**src/rtl/qnet_dbg_trace.sv**
```systemverilog
// qnet_dbg_trace
//   Debug trace buffer for the command-state history. When armed, every change
//   of the 6-bit state code (debug_dt_i[29:24]) is stored with a timestamp in a
//   circular buffer. The first error code (63) starts a post-trigger window of
//   POST_N further entries, after which the buffer freezes for readout.
//
//   state   | meaning
//   --------+----------------------------------------------------------
//   IDLE    | after reset; nothing captured, reads allowed
//   CAPTURE | recording code changes, waiting for the error code
//   POST    | recording POST_N entries after the error entry
//   FROZEN  | capture stopped, buffer held for readout
//
// Ports
//   st_clk_i     clock
//   st_rst_i     synchronous reset, active-high
//   debug_dt_i   packed command-state history, [29:24] = newest code
//   arm_i        pulse: clear buffer/timestamp and start capture
//   rd_req_i     pulse: pop the oldest entry (IDLE/FROZEN only)
//   rd_ack_o     single-cycle read acknowledge
//   rd_data_o    {timestamp, code} of the popped entry
//   rd_empty_o   acknowledged read found the buffer empty
//   count_o      number of stored entries
//   capturing_o  state is CAPTURE or POST
//   frozen_o     state is FROZEN
//   overflow_o   an entry was overwritten since the last arm
module qnet_dbg_trace #(
  parameter int DEPTH  = 16,
  parameter int TS_W   = 16,
  parameter int POST_N = 4
) (
  input  logic                       st_clk_i,
  input  logic                       st_rst_i,
  input  logic [31:0]                debug_dt_i,
  input  logic                       arm_i,
  input  logic                       rd_req_i,
  output logic                       rd_ack_o,
  output logic [TS_W+5:0]            rd_data_o,
  output logic                       rd_empty_o,
  output logic [$clog2(DEPTH):0]     count_o,
  output logic                       capturing_o,
  output logic                       frozen_o,
  output logic                       overflow_o
);

  localparam int AW = $clog2(DEPTH);
  localparam int CW = AW + 1;
  localparam int DW = TS_W + 6;
  localparam logic [5:0]    CODE_ERR  = 6'd63;
  localparam logic [5:0]    CODE_INIT = 6'd62;
  localparam logic [CW-1:0] CNT_FULL  = CW'(DEPTH);
  localparam logic [AW-1:0] POST_LD   = AW'(POST_N);
  localparam bit            HAS_POST  = (POST_N > 0);

  typedef enum logic [1:0] {
    S_IDLE    = 2'd0,
    S_CAPTURE = 2'd1,
    S_POST    = 2'd2,
    S_FROZEN  = 2'd3
  } state_t;

  state_t          state_q, state_d;
  logic [TS_W-1:0] ts_q;
  logic [AW-1:0]   wptr_q, rptr_q;
  logic [CW-1:0]   count_q;
  logic [5:0]      prev_code_q;
  logic [AW-1:0]   post_cnt_q;
  logic            overflow_q;
  logic            rd_ack_q;
  logic [DW-1:0]   rd_data_q;
  logic            rd_empty_q;
  logic            capturing_q;
  logic            frozen_q;
  logic [DW-1:0]   mem [DEPTH];

  logic [5:0] code;
  logic       active;
  logic       wr_en;
  logic       rd_go;
  logic       err_entry;

  always_comb begin
    code      = debug_dt_i[29:24];
    active    = (state_q == S_CAPTURE) || (state_q == S_POST);
    // arm_i suppresses both writes and reads in its own cycle
    wr_en     = active && !arm_i && (code != prev_code_q);
    rd_go     = rd_req_i && !arm_i && !rd_ack_q &&
                ((state_q == S_IDLE) || (state_q == S_FROZEN));
    err_entry = wr_en && (state_q == S_CAPTURE) && (code == CODE_ERR);
  end

  always_comb begin
    state_d = state_q;
    if (arm_i) begin
      state_d = S_CAPTURE;
    end else begin
      case (state_q)
        S_CAPTURE: if (err_entry) state_d = HAS_POST ? S_POST : S_FROZEN;
        // the write that takes the counter from 1 to 0 ends the window
        S_POST:    if (wr_en && (post_cnt_q == AW'(1))) state_d = S_FROZEN;
        default:   state_d = state_q;
      endcase
    end
  end

  always_ff @(posedge st_clk_i) begin
    if (st_rst_i) begin
      state_q     <= S_IDLE;
      ts_q        <= '0;
      wptr_q      <= '0;
      rptr_q      <= '0;
      count_q     <= '0;
      prev_code_q <= CODE_INIT;
      post_cnt_q  <= '0;
      overflow_q  <= 1'b0;
      rd_ack_q    <= 1'b0;
      rd_data_q   <= '0;
      rd_empty_q  <= 1'b0;
      capturing_q <= 1'b0;
      frozen_q    <= 1'b0;
    end else begin
      state_q     <= state_d;
      capturing_q <= (state_d == S_CAPTURE) || (state_d == S_POST);
      frozen_q    <= (state_d == S_FROZEN);
      rd_ack_q    <= rd_go;
      if (arm_i) begin
        ts_q        <= '0;
        wptr_q      <= '0;
        rptr_q      <= '0;
        count_q     <= '0;
        prev_code_q <= CODE_INIT;
        post_cnt_q  <= '0;
        overflow_q  <= 1'b0;
      end else begin
        if (state_q != S_IDLE) ts_q <= ts_q + 1'b1;
        if (active) prev_code_q <= code;
        if (wr_en) begin
          wptr_q <= wptr_q + 1'b1;
          if (count_q == CNT_FULL) begin
            // full: the new entry replaces the oldest one
            rptr_q     <= rptr_q + 1'b1;
            overflow_q <= 1'b1;
          end else begin
            count_q <= count_q + 1'b1;
          end
          if (err_entry) post_cnt_q <= POST_LD;
          else if (state_q == S_POST) post_cnt_q <= post_cnt_q - 1'b1;
        end
        // reads and writes are never live in the same state
        if (rd_go) begin
          if (count_q != '0) begin
            rd_data_q  <= mem[rptr_q];
            rd_empty_q <= 1'b0;
            rptr_q     <= rptr_q + 1'b1;
            count_q    <= count_q - 1'b1;
          end else begin
            rd_data_q  <= '0;
            rd_empty_q <= 1'b1;
          end
        end
      end
    end
  end

  always_ff @(posedge st_clk_i) begin
    if (!st_rst_i && wr_en) mem[wptr_q] <= {ts_q, code};
  end

  assign rd_ack_o    = rd_ack_q;
  assign rd_data_o   = rd_data_q;
  assign rd_empty_o  = rd_empty_q;
  assign count_o     = count_q;
  assign capturing_o = capturing_q;
  assign frozen_o    = frozen_q;
  assign overflow_o  = overflow_q;

endmodule

```
**config.mk**
```make
export PLATFORM = sky130hd
export DESIGN_NAME = qnet_dbg_trace
export DESIGN_NICKNAME = d
export VERILOG_FILES = /design/src/rtl/qnet_dbg_trace.sv
export SDC_FILE = /design/constraint.sdc
export NUM_CORES = 1
export LEC_CHECK = 0
export ABC_AREA = 0
export CAP_MARGIN = 30
export CORE_UTILIZATION = 35
export CTS_CLUSTER_DIAMETER = 30
export DETAILED_ROUTE_END_ITERATION = 10
export HOLD_SLACK_MARGIN = 0.03
export PLACE_DENSITY_LB_ADDON = 0.2
export SYNTH_ARGS = -nofsm -noshare
export SYNTH_HDL_FRONTEND = slang
export SYNTH_SLANG_ARGS = --single-unit
export TNS_END_PERCENT = 30
```
**constraint.sdc**
```tcl
create_clock -name st_clk_i -period 5.2 [get_ports st_clk_i]
set_input_delay 0.78 -clock st_clk_i [delete_from_list [all_inputs] [get_ports st_clk_i]]
set_output_delay 0.78 -clock st_clk_i [all_outputs]
set_load 0.01 [all_outputs]
```
==> results.txt <==
First DRT Iteration DRCs -> 529
starting density of the core -> 0.3540
core area -> 46460 um^2
Slew @ Worst Pin -> 0.8526 ns
# DRC -> 0
Routed WL per cell -> 21.37 um
CTS tree -> built
crit share post-route -> 0.6239
Worst Path Arrival -> 3.70 ns
clk buf depth -> 3
fin. max-slew vios -> 0
DRT Pass-1 Iters -> 5
Post-synth EDFFs -> 352
wire length of the first global-routing pass -> 56240 um
async set-reset flop share out of synthesis -> 0
Fillers -> 3979
Setup Fix Bufs, Post-CTS -> 0
#FFs+latches synth -> 420
worst min-delay path category -> flop to flop
Synth area leaders -> edfxtp_1 64%, mux4_2 12%, dfxtp_1 8.3%
CTS Buf Count -> 97
R2R cell count -> 8
power per cell area -> 473.3 nW/um^2
post-route setup TNS -> 0 ns
post-route insts no fill -> 1721
Die X -> 218.8 um
Crit. End Element -> flop
status -> finished clean
clock-pin slew on the worst setup and hold paths -> 0.04 ns
max frequency -> 308.2 MHz
Req. time, crit path -> 5.65 ns
placed insts -> 1537
vias post-DR -> 8593
GR Util met2 -> 0.2524
final hold vios -> 0
synth warn -> 0
Most Used Layer, Global Route -> met2
total grt overflow -> 0
io pins -> 68
Final ANT Viol Nets -> 0
startpoint types -> flop
top cell type's share of synthesized area -> 0.6427
Layout area overhead -> 29.60%
Tot GR Track Use -> 0.1611
setup violators final -> 0
layout cells sized above 1 -> 0.2884
DRT Wirelength -> 36780 um
clk sinks -> 420
gpl congestion -> 0.7126
RSZ-0062 raised after global routing -> no
dpl hpwl -> 20200 um
Slew headroom -> 0.4316
Setup Skew -> 0.02148 ns
post-cts sizing count -> 0
register area -> 11940 um^2
M1 GR Usage -> 0.2162
Worst Hold Path Cells -> 2
Pleak -> 6.757 nW
later-pin clock latency in the skew report -> 0.61 ns
Top FF cell, synth -> edfxtp_1
largest net degree at the start of global routing -> 53
vias in the first global route -> 9289
maximum vdd drop -> 0.3025 mV
max-cap viol count -> 0
H-tree Lvls -> 3
Max FO, Critical Path -> 12
Synth cell types -> 50
critical path type -> flop to flop
post-synthesis cell count -> 897
initial antenna violation count -> 0
die area -> 47860 um^2
Die Y -> 218.8 um
shortest clock period the worst path allows after layout -> 3.244 ns
post-synthesis sequential area ratio -> 0.7255
Port Buffers -> 41
Post-Synthesis Cell Area -> 16450 um^2
# rows -> 79
Hold-fix buffers, CTS -> 0
nets -> 1080
multi-input logic area -> 4324 um^2
vias per cell -> 4.993
Net Count, Synth -> 948
post-synth top area cell -> edfxtp_1
M3 GR Usage -> 0.04120
CTS Root Cell -> clkbuf_16
Syn Area/Cell -> 18.33 um^2
==> cells in the final DEF, fill, tap and decap left out, types with 12 or more instances in the layout <==
cell	count
clkdlybuf4s50_1	41
a22o_1	22
buf_4	39
nor2_1	26
xnor2_1	13
edfxtp_1	352
inv_1	12
a211oi_1	27
bufinv_16	18
mux4_2	88
nand2_1	19
mux2i_1	29
ha_1	15
nor2b_1	26
dfxtp_1	64
clkbuf_16	101
a21oi_1	37
clkinv_2	25
==> registers in the layout, summed over array words and instances (netlist names) <==
name and count:
rd_ack_o 1, ts_q 16, count_o 5, state_q 2, wptr_q 4, overflow_o 1, post_cnt_q 4, capturing_o 1
prev_code_q 6, rd_data_o 22, frozen_o 1, rptr_q 4, mem 352, rd_empty_o 1
==> power by group <==
group	switching (W)	internal [W]	total, W	leakage [nW]
logic	0.0000688	0.0000415	0.000110	1.44
clock network	0.00186	0.00448	0.00634	1.70
registers	0.00000733	0.00363	0.00364	3.62
==> path summary, 6_finish.rpt <==
check                                        startpoint                 endpoint  slack, ns
worst min-delay path            rd_empty_o$_SDFFE_PP0P_  rd_empty_o$_SDFFE_PP0P_       0.46
worst max register to register    state_q[0]$_SDFF_PP0_   capturing_o$_SDFF_PP0_       1.96
worst min register to register  rd_empty_o$_SDFFE_PP0P_  rd_empty_o$_SDFFE_PP0P_       0.46
worst max-delay path              state_q[0]$_SDFF_PP0_   capturing_o$_SDFF_PP0_       1.96
==> synthesized netlist by cell type, drive strengths merged (2+ instances only) <==
cell type,instances
nor2,31
or3,9
a22o,22
nor3,17
or2,2
or4,2
dfxtp,68
mux4,88
xor2,9
edfxtp,352
buf,23
nand2,19
a32o,3
nand3,8
clkbuf,26
inv,12
nor4,5
and3,5
nand2b,6
nor2b,26
xnor2,13
a21oi,38
o211ai,2
o31ai,3
nor3b,4
o21ai,12
nor4b,2
a211oi,27
mux2i,29
ha,15
nand4,6
a31oi,2
==> cell type report <==
class / instances / area share
Sequential cell: 420 / 0.5604
Multi-Input combinational cell: 416 / 0.2029
Clock buffer: 117 / 0.1237
Clock inverter: 66 / 0.03992
Tap cell: 607 / 0.03563
Timing Repair Buffer: 82 / 0.03522
Inverter: 12 / 0.002113
Antenna cell: 1 / 0.0001174
==> logic make-up (layout without fill, tap and decap cells) <==
logic type | after synthesis | count (layout) | synth area share
adders and majority gates | 15 | 15 | 0.01141
buffers and inverters | 61 | 277 | 0.01674
AOI/OAI and AO/OA | 112 | 112 | 0.04580
and+or+nand+nor | 149 | 149 | 0.04999
xor gates and xnor gates | 22 | 22 | 0.01172
muxes | 118 | 118 | 0.1388
other | 0 | 1 | 0
DFF | 420 | 420 | 0.7255
==> per-layer routing <==
| metal | vias to the layer above | share of wire |
|---|---|---|
| li1 | 3935 | - |
| met1 | 4408 | 0.46 |
| met2 | 189 | 0.48 |
| met3 | 61 | 0.043 |
| met4 | 0 | 0.023 |
| met5 | - | 0 |
==> critical path, stage by stage (launching register included) <==
cell	delay, ns
dfxtp_1	0.37
inv_1	0.10
ha_1	0.65
nor2b_1	0.46
a21boi_1	0.71
a211oi_1	0.20
nor3_1	0.22
ha_1	0.25
nor2b_1	0.13
==> per-stage QoR <==
step	power [W]	worst slack, ns	utilization	area [um^2]	hold slack [ns]
after floorplan	0.003757	0.7967	-	16450	0.4632
after global placement	0.003807	1.449	0.3831	17800	0.4513
after detailed placement	0.003808	1.465	0.3837	17820	0.4526
after CTS	0.01019	1.902	0.4587	21310	0.4619
after global routing	0.01039	1.576	0.4587	21310	0.4806
final	0.01009	1.956	0.4588	21310	0.4588
Power figures use the tool's default switching activity.
